===== config.mk =====
export PLATFORM = sky130hd
export DESIGN_NAME = plab1_imul_zero_scanner
export DESIGN_NICKNAME = d
export VERILOG_FILES = /design/src/rtl/plab1_imul_zero_scanner_pkg.sv /design/src/rtl/plab1_imul_zero_scanner_chunk_ctz.sv /design/src/rtl/plab1_imul_zero_scanner.sv
export SDC_FILE = /design/constraint.sdc
export NUM_CORES = 1
export LEC_CHECK = 0
export CAP_MARGIN = 0
export CORE_MARGIN = 2
export CORE_UTILIZATION = 51
export CTS_CLUSTER_DIAMETER = 80
export DETAILED_ROUTE_END_ITERATION = 8
export GPL_TIMING_DRIVEN = 0
export PLACE_DENSITY = 0.79
export SLEW_MARGIN = 10
export SYNTH_ARGS = -nofsm -noshare
export SYNTH_HDL_FRONTEND = slang
export SYNTH_SLANG_ARGS = --single-unit

===== constraint.sdc =====
create_clock -name clk -period 2.65 [get_ports clk]
set_clock_uncertainty 0.1 [all_clocks]
set_input_delay 0.53 -clock clk [delete_from_list [all_inputs] [get_ports clk]]
set_output_delay 0.53 -clock clk [all_outputs]
set_load 0.01 [all_outputs]

===== src/rtl/plab1_imul_zero_scanner_pkg.sv =====
// Shared definitions for the trailing-zero scanner: FSM state encoding,
// default geometry and the count-width helper used for port sizing.
package plab1_imul_zero_scanner_pkg;

    typedef enum logic [1:0] {
        ST_IDLE = 2'd0,
        ST_SCAN = 2'd1,
        ST_DONE = 2'd2
    } state_e;

    localparam int DEFAULT_W     = 32;
    localparam int DEFAULT_CHUNK = 8;

    // Bits needed to hold any value 0..w inclusive.
    function automatic int count_width(input int w);
        return $clog2(w + 1);
    endfunction

endpackage


===== src/rtl/plab1_imul_zero_scanner_chunk_ctz.sv =====
// Combinational trailing-zero counter for one CHUNK-bit slice.
// An all-zero slice reports CHUNK so the caller can tell "no set bit here".
module plab1_imul_zero_scanner_chunk_ctz
    import plab1_imul_zero_scanner_pkg::*;
#(
    parameter  int CHUNK = DEFAULT_CHUNK,
    localparam int CTZW  = count_width(CHUNK)
) (
    input  logic [CHUNK-1:0] chunk_i,
    output logic [CTZW-1:0]  ctz_o
);

    // Priority search from MSB down so the lowest set bit wins last.
    always_comb begin
        ctz_o = CTZW'(CHUNK);
        for (int i = CHUNK - 1; i >= 0; i--) begin
            if (chunk_i[i]) begin
                ctz_o = CTZW'(i);
            end
        end
    end

endmodule


===== src/rtl/plab1_imul_zero_scanner.sv =====
// Multi-cycle trailing-zero counter: examines CHUNK bits of the operand per
// SCAN cycle, stopping at the first non-zero chunk, with a valid/ready
// result port carrying the request's security-domain tag.
// Optional build macro PLAB1_IMUL_ZERO_SCANNER_EARLY_EXIT_EN: finish the scan
// as soon as the remaining operand register is entirely zero.
module plab1_imul_zero_scanner
    import plab1_imul_zero_scanner_pkg::*;
#(
    parameter  int W     = DEFAULT_W,
    parameter  int CHUNK = DEFAULT_CHUNK,
    localparam int CW    = count_width(W)
) (
    input  logic          clk,
    input  logic          reset,
    input  logic          in_val,
    output logic          in_rdy,
    input  logic [W-1:0]  in_operand,
    input  logic          in_sd,
    output logic          out_val,
    input  logic          out_rdy,
    output logic [CW-1:0] out_count,
    output logic          out_zero,
    output logic          out_sd
);

    localparam int CTZW = count_width(CHUNK);

    state_e          state_q, state_d;
    logic [W-1:0]    operand_q, operand_d;
    logic [CW-1:0]   count_q, count_d;
    logic            zero_q, zero_d;
    logic            sd_q, sd_d;

    logic [CTZW-1:0] chunk_ctz;
    logic            chunk_nz;
    logic            last_chunk;
    logic            remaining_zero;
    // One extra bit so count + CHUNK can never wrap before the compare.
    logic [CW:0]     count_plus_chunk;

    plab1_imul_zero_scanner_chunk_ctz #(
        .CHUNK (CHUNK)
    ) u_chunk_ctz (
        .chunk_i (operand_q[CHUNK-1:0]),
        .ctz_o   (chunk_ctz)
    );

    assign chunk_nz         = (operand_q[CHUNK-1:0] != '0);
    assign count_plus_chunk = {1'b0, count_q} + (CW+1)'(CHUNK);
    assign last_chunk       = (count_plus_chunk >= (CW+1)'(W));

`ifdef PLAB1_IMUL_ZERO_SCANNER_EARLY_EXIT_EN
    assign remaining_zero = (operand_q == '0);
`else
    assign remaining_zero = 1'b0;
`endif

    // State register; reset abandons any in-flight transaction.
    always_ff @(posedge clk or posedge reset) begin
        if (reset) begin
            state_q <= ST_IDLE;
        end else begin
            state_q <= state_d;
        end
    end

    // Next-state logic: accept, scan until a set bit or the end, then hand off.
    always_comb begin
        state_d = state_q;
        case (state_q)
            ST_IDLE: if (in_val) state_d = ST_SCAN;
            ST_SCAN: if (remaining_zero || chunk_nz || last_chunk) state_d = ST_DONE;
            ST_DONE: if (out_rdy) state_d = ST_IDLE;
            default: state_d = ST_IDLE;
        endcase
    end

    // Handshake outputs decoded purely from state.
    always_comb begin
        in_rdy  = (state_q == ST_IDLE);
        out_val = (state_q == ST_DONE);
    end

    // Datapath next-state: capture on accept, shift/accumulate while scanning.
    always_comb begin
        operand_d = operand_q;
        count_d   = count_q;
        zero_d    = zero_q;
        sd_d      = sd_q;
        case (state_q)
            ST_IDLE: begin
                if (in_val) begin
                    operand_d = in_operand;
                    sd_d      = in_sd;
                    count_d   = '0;
                    zero_d    = 1'b0;
                end
            end
            ST_SCAN: begin
                if (remaining_zero) begin
                    count_d = CW'(W);
                    zero_d  = 1'b1;
                end else if (chunk_nz) begin
                    count_d = count_q + CW'(chunk_ctz);
                    zero_d  = 1'b0;
                end else if (last_chunk) begin
                    count_d = CW'(W);
                    zero_d  = 1'b1;
                end else begin
                    operand_d = operand_q >> CHUNK;
                    count_d   = count_plus_chunk[CW-1:0];
                end
            end
            default: ;
        endcase
    end

    // Datapath registers; results clear on reset so nothing stale is visible.
    always_ff @(posedge clk or posedge reset) begin
        if (reset) begin
            operand_q <= '0;
            count_q   <= '0;
            zero_q    <= 1'b0;
            sd_q      <= 1'b0;
        end else begin
            operand_q <= operand_d;
            count_q   <= count_d;
            zero_q    <= zero_d;
            sd_q      <= sd_d;
        end
    end

    assign out_count = count_q;
    assign out_zero  = zero_q;
    assign out_sd    = sd_q;

endmodule


# Yosys cells after proc, flatten, opt, wreduce, memory -nomap -nowiden
# Index checks and enable logic that the tools add are counted.
[totals]
reg_bits = 42
inputBits = 37
[classes]
add_sub_neg = 2
n_lt_le_gt_ge = 1
n_eq_ne = 8
muxes = 24
reduce_logical = 9
[ops]
columns = ["operator", "n"]
rows = [
  ["$mux W32", 3],
  ["$pmux W32 S2", 1],
  ["$mux W4", 8],
  ["$mux W6", 3],
  ["$pmux W6 S2", 1],
  ["$ne A2 B2 Y1 const B", 4],
  ["$reduce_bool A8 Y1", 1],
  ["$add A6 B4 Y7 const B", 1],
  ["$ge A7 B6 Y1 const B", 1],
  ["$add A6 B4 Y6", 1],
  ["$mux W2", 3],
  ["$pmux W2 S3", 1],
  ["$reduce_and A3 Y1", 2],
  ["$reduce_and A2 Y1", 2],
  ["$reduce_and A4 Y1", 1],
  ["$mux W1", 3],
  ["$ne A3 B3 Y1 const B", 1],
  ["$eq A2 B1 Y1 const B", 1],
  ["$eq A2 B2 Y1 const B", 1],
  ["$logic_not A2 Y1", 1],
  ["$ne A2 B1 Y1 const B", 1],
  ["$pmux W1 S2", 1],
  ["$reduce_bool A2 Y1", 1],
  ["$logic_or A1 B1 Y1", 1],
]

# Logic depth before layout (Yosys ltp)
# Gate-level depths: netlist of the first run.
[depth]
depth_word = 11
depth_mapped = 10
depth_no_buf = 10

# Hierarchy
# Synthesis of the first run repeated with hierarchy kept, for this count alone.
[hier_totals]
cells_unflattened = 212
hier_area_um2 = 2384.8
[by_module_without_submodules]
columns = ["mod", "instances", "cells_each", "area_per_inst_um2"]
rows = [
  ["plab1_imul_zero_scanner", 1, 198, 2298.5],
  ["plab1_imul_zero_scanner_chunk_ctz", 1, 14, 86.3],
]

# Least setup slack after synthesis of the first run
# OpenSTA, ideal clock, no wires.
[synth_timing]
kind = "register to register"
start = "register operand_q[4]"
end = "register count_q[4] (netlist: out_count[4])"
setup_time_ns = 0.126
arrival_time_ns = 1.896
path_slack_ns = 0.528
path_stages_with_launch = 9
path_buffers = 0
path_cell_list = "dfrtp_1 -> nor4_2 -> nand2_1 -> inv_1 -> ha_1 -> a21oi_1 -> a21o_1 -> a21oi_1 -> a221o_1"
[synth_via]
elab_chain_len = 8
elab_cells_between_ends = 9
classes_between = "1 x add/sub; 7 x mux; 1 x reduce/logical"
[synth_lines]
columns = ["item", "line", "text"]
rows = [
  ["start, declared", "plab1_imul_zero_scanner.sv:29", "logic [W-1:0] operand_q, operand_d;"],
  ["start signal, assigned", "plab1_imul_zero_scanner.sv:126", "operand_q <= operand_d;"],
  ["$mux W4 (5 in series)", "plab1_imul_zero_scanner_chunk_ctz.sv:17", "if (chunk_i[i]) begin"],
  ["$add A6 B4 Y6", "plab1_imul_zero_scanner.sv:104", "count_d = count_q + CW'(chunk_ctz);"],
  ["$mux W6 (*)", "plab1_imul_zero_scanner.sv:103", "end else if (chunk_nz) begin"],
  ["$pmux W6 S2 (*)", "plab1_imul_zero_scanner.sv:90", "case (state_q)"],
  ["end signal, assigned", "plab1_imul_zero_scanner.sv:127", "count_q <= count_d;"],
  ["end, declared", "plab1_imul_zero_scanner.sv:30", "logic [CW-1:0] count_q, count_d;"],
]
# Mark *: on every way between the ends. The rest lies on a longest branch, timed or not.
# A chain may end at the register's enable or synchronous reset.

# Worst setup path after layout of the first run
# Same ends and word-level chain as after synthesis.

==> impl_results.md, run 1 <==
* Status: completed
* Leak at between 1 and 1.5 nW
* First-pass GRT wire length at roughly 8800 um
* Final setup fails at 0
* Post-Route WL at approximately 5000 um
* Die area at just over 5000 um2
* Worst slack, placed at about 0.28 ns
* Final HPWL DP at 3730 um
* Main synth FF type: dfrtp_1
* Vias in the first global route at between 1500 and 2000
* Syn-to-layout area delta at 27.6%
* Setup bufs post-CTS at 0
* Initial antenna violation count at 0
* Worst IR Drop VDD at approximately 0.00052 V
* Period utilisation layout at between 90% and 100%
* DRT iter0 DRCs at 96
* Via density per instance at 5.39
* Hold buffers post-CTS at 0
* DR pass1 iterations at 4
* CTS tree: yes
* Yosys warns at 0
* Levels on crit path at 8
* Antenna diodes at 0
* Wire per inst at approximately 14 um
* Layout cells sized above 1 at between 10% and 20%
* Crit path kind: reg2reg
* I/O Buffers at 46
* Io pins at 47
* Area share of the largest cell type after synthesis at a little under half
* CP bufs+invs at 1
* Placer Congestion at a little under 0.8
* Critical-path top delay cell: nor4_2
* Filler Cell Count at 359
* # rows at 24
* CP top delay family: compound AO/OA/AOI/OAI gates
* Worst-margin pin slew at 0.673 ns
* Crit path DAT at about 2.5 ns
* Gr usage total at between 20% and 30%
* Cell area after synthesis at 2310 um2
* Worst hold path class: reg2reg
* Via count at 1864
* Die H at 71.3 um
* Cts bufs inserted at 5
* Largest cells by area after synthesis: dfrtp_1, nand2_1, mux2_4, ha_1, o21ai_0
* Critical path endpoint: out_count[4]
* Fmax at between 0.4 and 0.5 GHz
* Max Root-Sink Buffers at 2
* Chip Width at about 71 um
* Max incr delay on CP at roughly 0.48 ns
* RSZ-0062 raised after global routing: false
* Most used cell, CP: a21oi_1
* Final min period at 2.39 ns
* Critical Path, Cell by Cell: nor4_2, nand2_1, inv_1, ha_1, a21oi_1, a21o_1, a21oi_1, a221o_1
* Worst Setup SP: operand_q[4]
* Overflow after GRT at 0
* R2r worst-path depth at 8
* Synth Instances at approximately 240
* Final slew viol count at 0
* Async SR Flop Fraction at 100%
* R2r endpoint: out_count[4]
* Power Density at slightly below 1000 nW/um2
* Number of flops mapped to enable cells by yosys at 0
* Unique masters post-synth at 40
* Max-Cap Viols at 0
* Syn Area/Cell at a little under 10 um2
* Worst setup SP type: flop
* Worst skew pair latency at ~0.29 ns
* Worst-path clk slew at 0.08 ns
* Reg2reg start: operand_q[4]
* H-tree Lvls at 2
* DRT antenna net count at 0
* Yosys reg bits at 42
* Setup_tns at 0 ns
* Nets@finish at 336
* Core Region at 4350 um2
* Post-route worst setup slack at ~0.26 ns
* Top cell type by total area after synthesis: dfrtp_1
* Sequential area share after synthesis at roughly 46%
* DRC viols at 0
* CP endpoint kind: flop
* Clock tree root buffer cell: clkbuf_8
* Crit Path Max Fanout at 5
* Pin count of the biggest net entering global routing at 28
* Clock sinks at 42
* Slew Limit Headroom at between 50% and 60%
* Final hold vios at 0
* Syn nets at between 200 and 300
* Initial Utilization at a little over half
* CTS-repair resized insts at 0
* Required @ worst endpoint at 2.73 ns
* Reg2reg setup slack at 0.26 ns
-- report_power, final --
group          switching, mW  leakage (nW)  internal, mW
clock                  0.216        0.0482         0.210
combinational          0.576         0.806         0.670
sequential             0.239         0.517         0.929
total                   1.03          1.37          1.81
-- placed cells by master, fill, tap and decap left out, drive strengths merged, types with 4 or more instances in the layout --
master	count
o21ai	12
mux2	20
inv	6
a21oi	7
buf	6
clkdlybuf4s50	46
nand2	86
nand3	5
dfrtp	42
ha	5
mux2i	4
clkbuf	12
nor2	10
-- kinds of logic after synthesis --
logic type / count (synthesis) / synth area share, %
AND/OR/NAND/NOR: 114 / 21.5
buffers and inverters: 16 / 4.06
XOR/XNOR: 2 / 0.759
flip-flops: 42 / 45.5
AO/OA/AOI/OAI: 35 / 10.6
adder cells (fa/ha/maj): 6 / 3.58
multiplexers: 24 / 14.1
-- stage by stage --
step	area, um2	cells	total power [mW]	hold WS, ns	util [%]
2_1_floorplan	2310	239	2.05	0.356	-
3_5_place_dp	2860	338	2.43	0.373	65.6
6_report	2950	346	2.84	0.387	67.7
5_1_grt	2950	346	3.05	0.420	67.7
4_1_cts	2950	346	2.85	0.391	67.7
3_3_place_gp	2840	337	2.38	0.364	65.1
-- Yosys cell counts, types with 2 or more instances --
| master | n |
|---|---|
| nor3_1 | 3 |
| nand2b_1 | 3 |
| mux2i_1 | 4 |
| mux2_4 | 16 |
| a21oi_1 | 6 |
| o211ai_1 | 2 |
| buf_12 | 2 |
| dfrtp_1 | 42 |
| a32o_1 | 3 |
| nand3_1 | 4 |
| nand2_1 | 86 |
| mux2_2 | 4 |
| o21ai_0 | 10 |
| buf_1 | 2 |
| or4_1 | 2 |
| inv_1 | 6 |
| a22oi_1 | 2 |
| nor2_1 | 10 |
| o2bb2ai_1 | 2 |
| clkbuf_1 | 5 |
| o21bai_1 | 2 |
| ha_1 | 5 |
-- state kept, by name, summed over array words and instances, names as in the netlist --
name       count
state_q        2
operand_q     32
out_count      6
out_sd         1
out_zero       1
-- how the worst min path moves through the flow --
stage,start,endpoint,slack [ns],cells past startpoint
2_1_floorplan,operand_q[11],operand_q[3],0.36,1
3_3_place_gp,operand_q[11],operand_q[3],0.36,1
3_5_place_dp,operand_q[11],operand_q[3],0.37,1
5_1_grt,out_sd,out_sd,0.42,2
6_report,operand_q[11],operand_q[3],0.39,1
4_1_cts,operand_q[11],operand_q[3],0.39,1
-- area by class of cell --
cell class | instances | area, um2 | share of cell area (%)
clock inverter | 1 | 5.00 | 0.170
buffer | 10 | 71.3 | 2.42
sequential | 42 | 1050 | 35.7
clock buffer | 7 | 86.3 | 2.93
multi-input combinational | 181 | 1160 | 39.5
timing repair buffer | 47 | 480 | 16.3
tap | 52 | 65.1 | 2.21
inverter | 6 | 22.5 | 0.764
-- routing by layer --
metal	wire length [um]	GRT usage [%]	part of all wire, %
met5	0	0	0
met4	86	8.60	1.7
met3	217	4.08	4.3
met2	2410	36.6	48
met1	2280	29.1	46
No activity file was read; power rests on OpenSTA's default activity.
==> inputs of run 2 (changes only) <==
- CORE_UTILIZATION: 51 -> 53
- CTS_BUF_LIST: default -> sky130_fd_sc_hd__clkbuf_8
- PLACE_DENSITY: 0.79 -> 0.82
==> impl_results.md, run 2 (synthesis gave the netlist of run 1 again) <==
* Status: completed
* Worst hold path class: in2async
* Via density per instance at 5.43 (+0.83%)
* First-pass GRT wire length at 8710 um (-1.5%)
* H-tree Lvls at 2 (unchanged)
* Final setup fails at 0 (unchanged)
* Chip Width at 70.0 um (-1.8%)
* Worst-path clk slew at 0.08 ns (about the same)
* Die area at 4900 um2 (-3.6%)
* Reg2reg start: operand_q[4]
* DRC viols at 0 (unchanged)
* Final min period at 2.38 ns (-0.0133 ns)
* DR pass1 iterations at 4 (unchanged)
* Worst slack, placed at 0.315 ns (+0.0370 ns)
* DRT iter0 DRCs at 85 (-11%)
* CTS-repair resized insts at 0 (unchanged)
* Worst-margin pin slew at 0.668 ns (-0.00507 ns)
* CTS tree: yes
* Wire per inst at 14.4 um (-0.39%)
* Syn-to-layout area delta at 27.1%
* Filler Cell Count at 329 (-8.4%)
* Max Root-Sink Buffers at 2 (unchanged)
* Setup_tns at 0 ns (unchanged)
* Post-route worst setup slack at 0.272 ns (+0.0133 ns)
* Cts bufs inserted at 5 (unchanged)
* Final slew viol count at 0 (unchanged)
* Placer Congestion at 0.811 (+3.3%)
* Final HPWL DP at 3660 um (-1.9%)
* Largest Register: operand_q
* Gr usage total at 22.4% (+0.22 points)
* Setup bufs post-CTS at 0 (unchanged)
* Die H at 70.0 um (-1.8%)
* Worst IR Drop VDD at 0.000515 V (-0.50%)
* I/O Buffers at 46 (unchanged)
* Initial Utilization at 54.2% (+1.1 points)
* Max-Cap Viols at 0 (unchanged)
* Largest register FFs at 32 (unchanged)
* Vias in the first global route at 1882 (-3.8%)
* Nets@finish at 336 (unchanged)
* # rows at 24 (unchanged)
* Tot Pwr at 2.81 mW (-0.90%)
* Worst skew pair latency at 0.29 ns (about the same)
* Antenna diodes at 0 (unchanged)
* Overflow after GRT at 0 (unchanged)
* Leak at 1.36 nW (-0.50%)
* Fmax at 0.420 GHz (+0.56%)
* Placed insts at 338 (unchanged)
* Power Density at 959 nW/um2 (-0.52%)
* Clock tree root buffer cell: clkbuf_8
* Reg2reg setup slack at 0.27 ns (about the same)
* Clock sinks at 42 (unchanged)
* Finished Layout Cells at 345 (-0.29%)
* Final hold vios at 0 (unchanged)
* Commonest non-fill, non-tap cells in the layout: nand2_1, clkdlybuf4s50_1, dfrtp_1, mux2_4
* Period utilisation layout at 89.8% (-0.50 points)
* Crit Path Max Fanout at 5 (unchanged)
* CP endpoint kind: flop
* Layout cells sized above 1 at 13.0% (-0.30 points)
* Crit path DAT at 2.45 ns (-0.02 ns)
* Hold buffers post-CTS at 0 (unchanged)
* R2r endpoint: out_count[4]
* R2r worst-path depth at 8 (unchanged)
* Worst setup SP type: flop
* Crit path kind: reg2reg
* Commonest non-fill, non-tap cell in the layout: nand2_1
* Pin count of the biggest net entering global routing at 34 (+21%)
* Core Region at 4260 um2 (-2.1%)
* RSZ-0062 raised after global routing: false
* Initial antenna violation count at 0 (unchanged)
* Io pins at 47 (unchanged)
* Via count at 1874 (+0.54%)
* Slew Limit Headroom at 55.3% (+0.34 points)
* DRT antenna net count at 0 (unchanged)
* Required @ worst endpoint at 2.73 ns (about the same)
* Post-Route WL at 4960 um (-0.68%)
==> run 2: worst max-delay path by stage <==
stage,startpoint,end,slack (ns),depth (start not counted)
floorplan,operand_q[4],out_count[4],0.53,8
global route,operand_q[4],out_count[4],0.11,8
detailed placement,operand_q[4],out_count[4],0.32,8
finish,operand_q[4],out_count[4],0.27,8
global placement,reset,operand_q[9],0.19,2
CTS,operand_q[4],out_count[4],0.28,8
==> run 2: layout make-up <==
cell class | count | area [um2] | area share (%)
multi-input combinational | 181 | 1160 | 39.7
sequential | 42 | 1050 | 35.8
timing repair buffer | 47 | 480 | 16.4
buffer | 10 | 71.3 | 2.43
clock buffer | 5 | 68.8 | 2.34
tap | 52 | 65.1 | 2.22
inverter | 6 | 22.5 | 0.767
clock inverter | 2 | 11.3 | 0.384
==> run 2: through the flow <==
step | utilization [%] | area [um2] | hold slack (ns)
after floorplan | - | 2310 | 0.356
after global placement | 66.5 | 2840 | 0.368
after detailed placement | 67.0 | 2860 | 0.365
after CTS | 68.8 | 2940 | 0.365
after global routing | 68.8 | 2940 | 0.405
final | 68.8 | 2940 | 0.368
==> run 2: critical path: stages, from the launching register on <==
cell	delay, ns
dfrtp_1	0.43
nor4_2	0.49
nand2_1	0.16
inv_1	0.13
ha_1	0.29
a21oi_1	0.20
a21o_1	0.14
a21oi_1	0.06
a221o_1	0.26
==> run 2: per-layer routing <==
metal | part of all wire (%) | global-route usage, % | vias up
li1 | - | - | 914
met1 | 44 | 29.4 | 892
met2 | 49 | 37.6 | 59
met3 | 5.3 | 4.76 | 9
met4 | 1.5 | 6.41 | 0
met5 | 0 | 0 | -
==> run 2: report_power, final <==
group          total (mW)  switching (mW)  internal [mW]
Combinational        1.26           0.585          0.672
Clock               0.390           0.213          0.177
Sequential           1.17           0.239          0.929
Total                2.81            1.04           1.78
==> inputs of run 3 (changes only) <==
- HOLD_SLACK_MARGIN: default -> 0.02
==> results of run 3 <==
Final layout, timing and power as in run 2 (identical DEF).
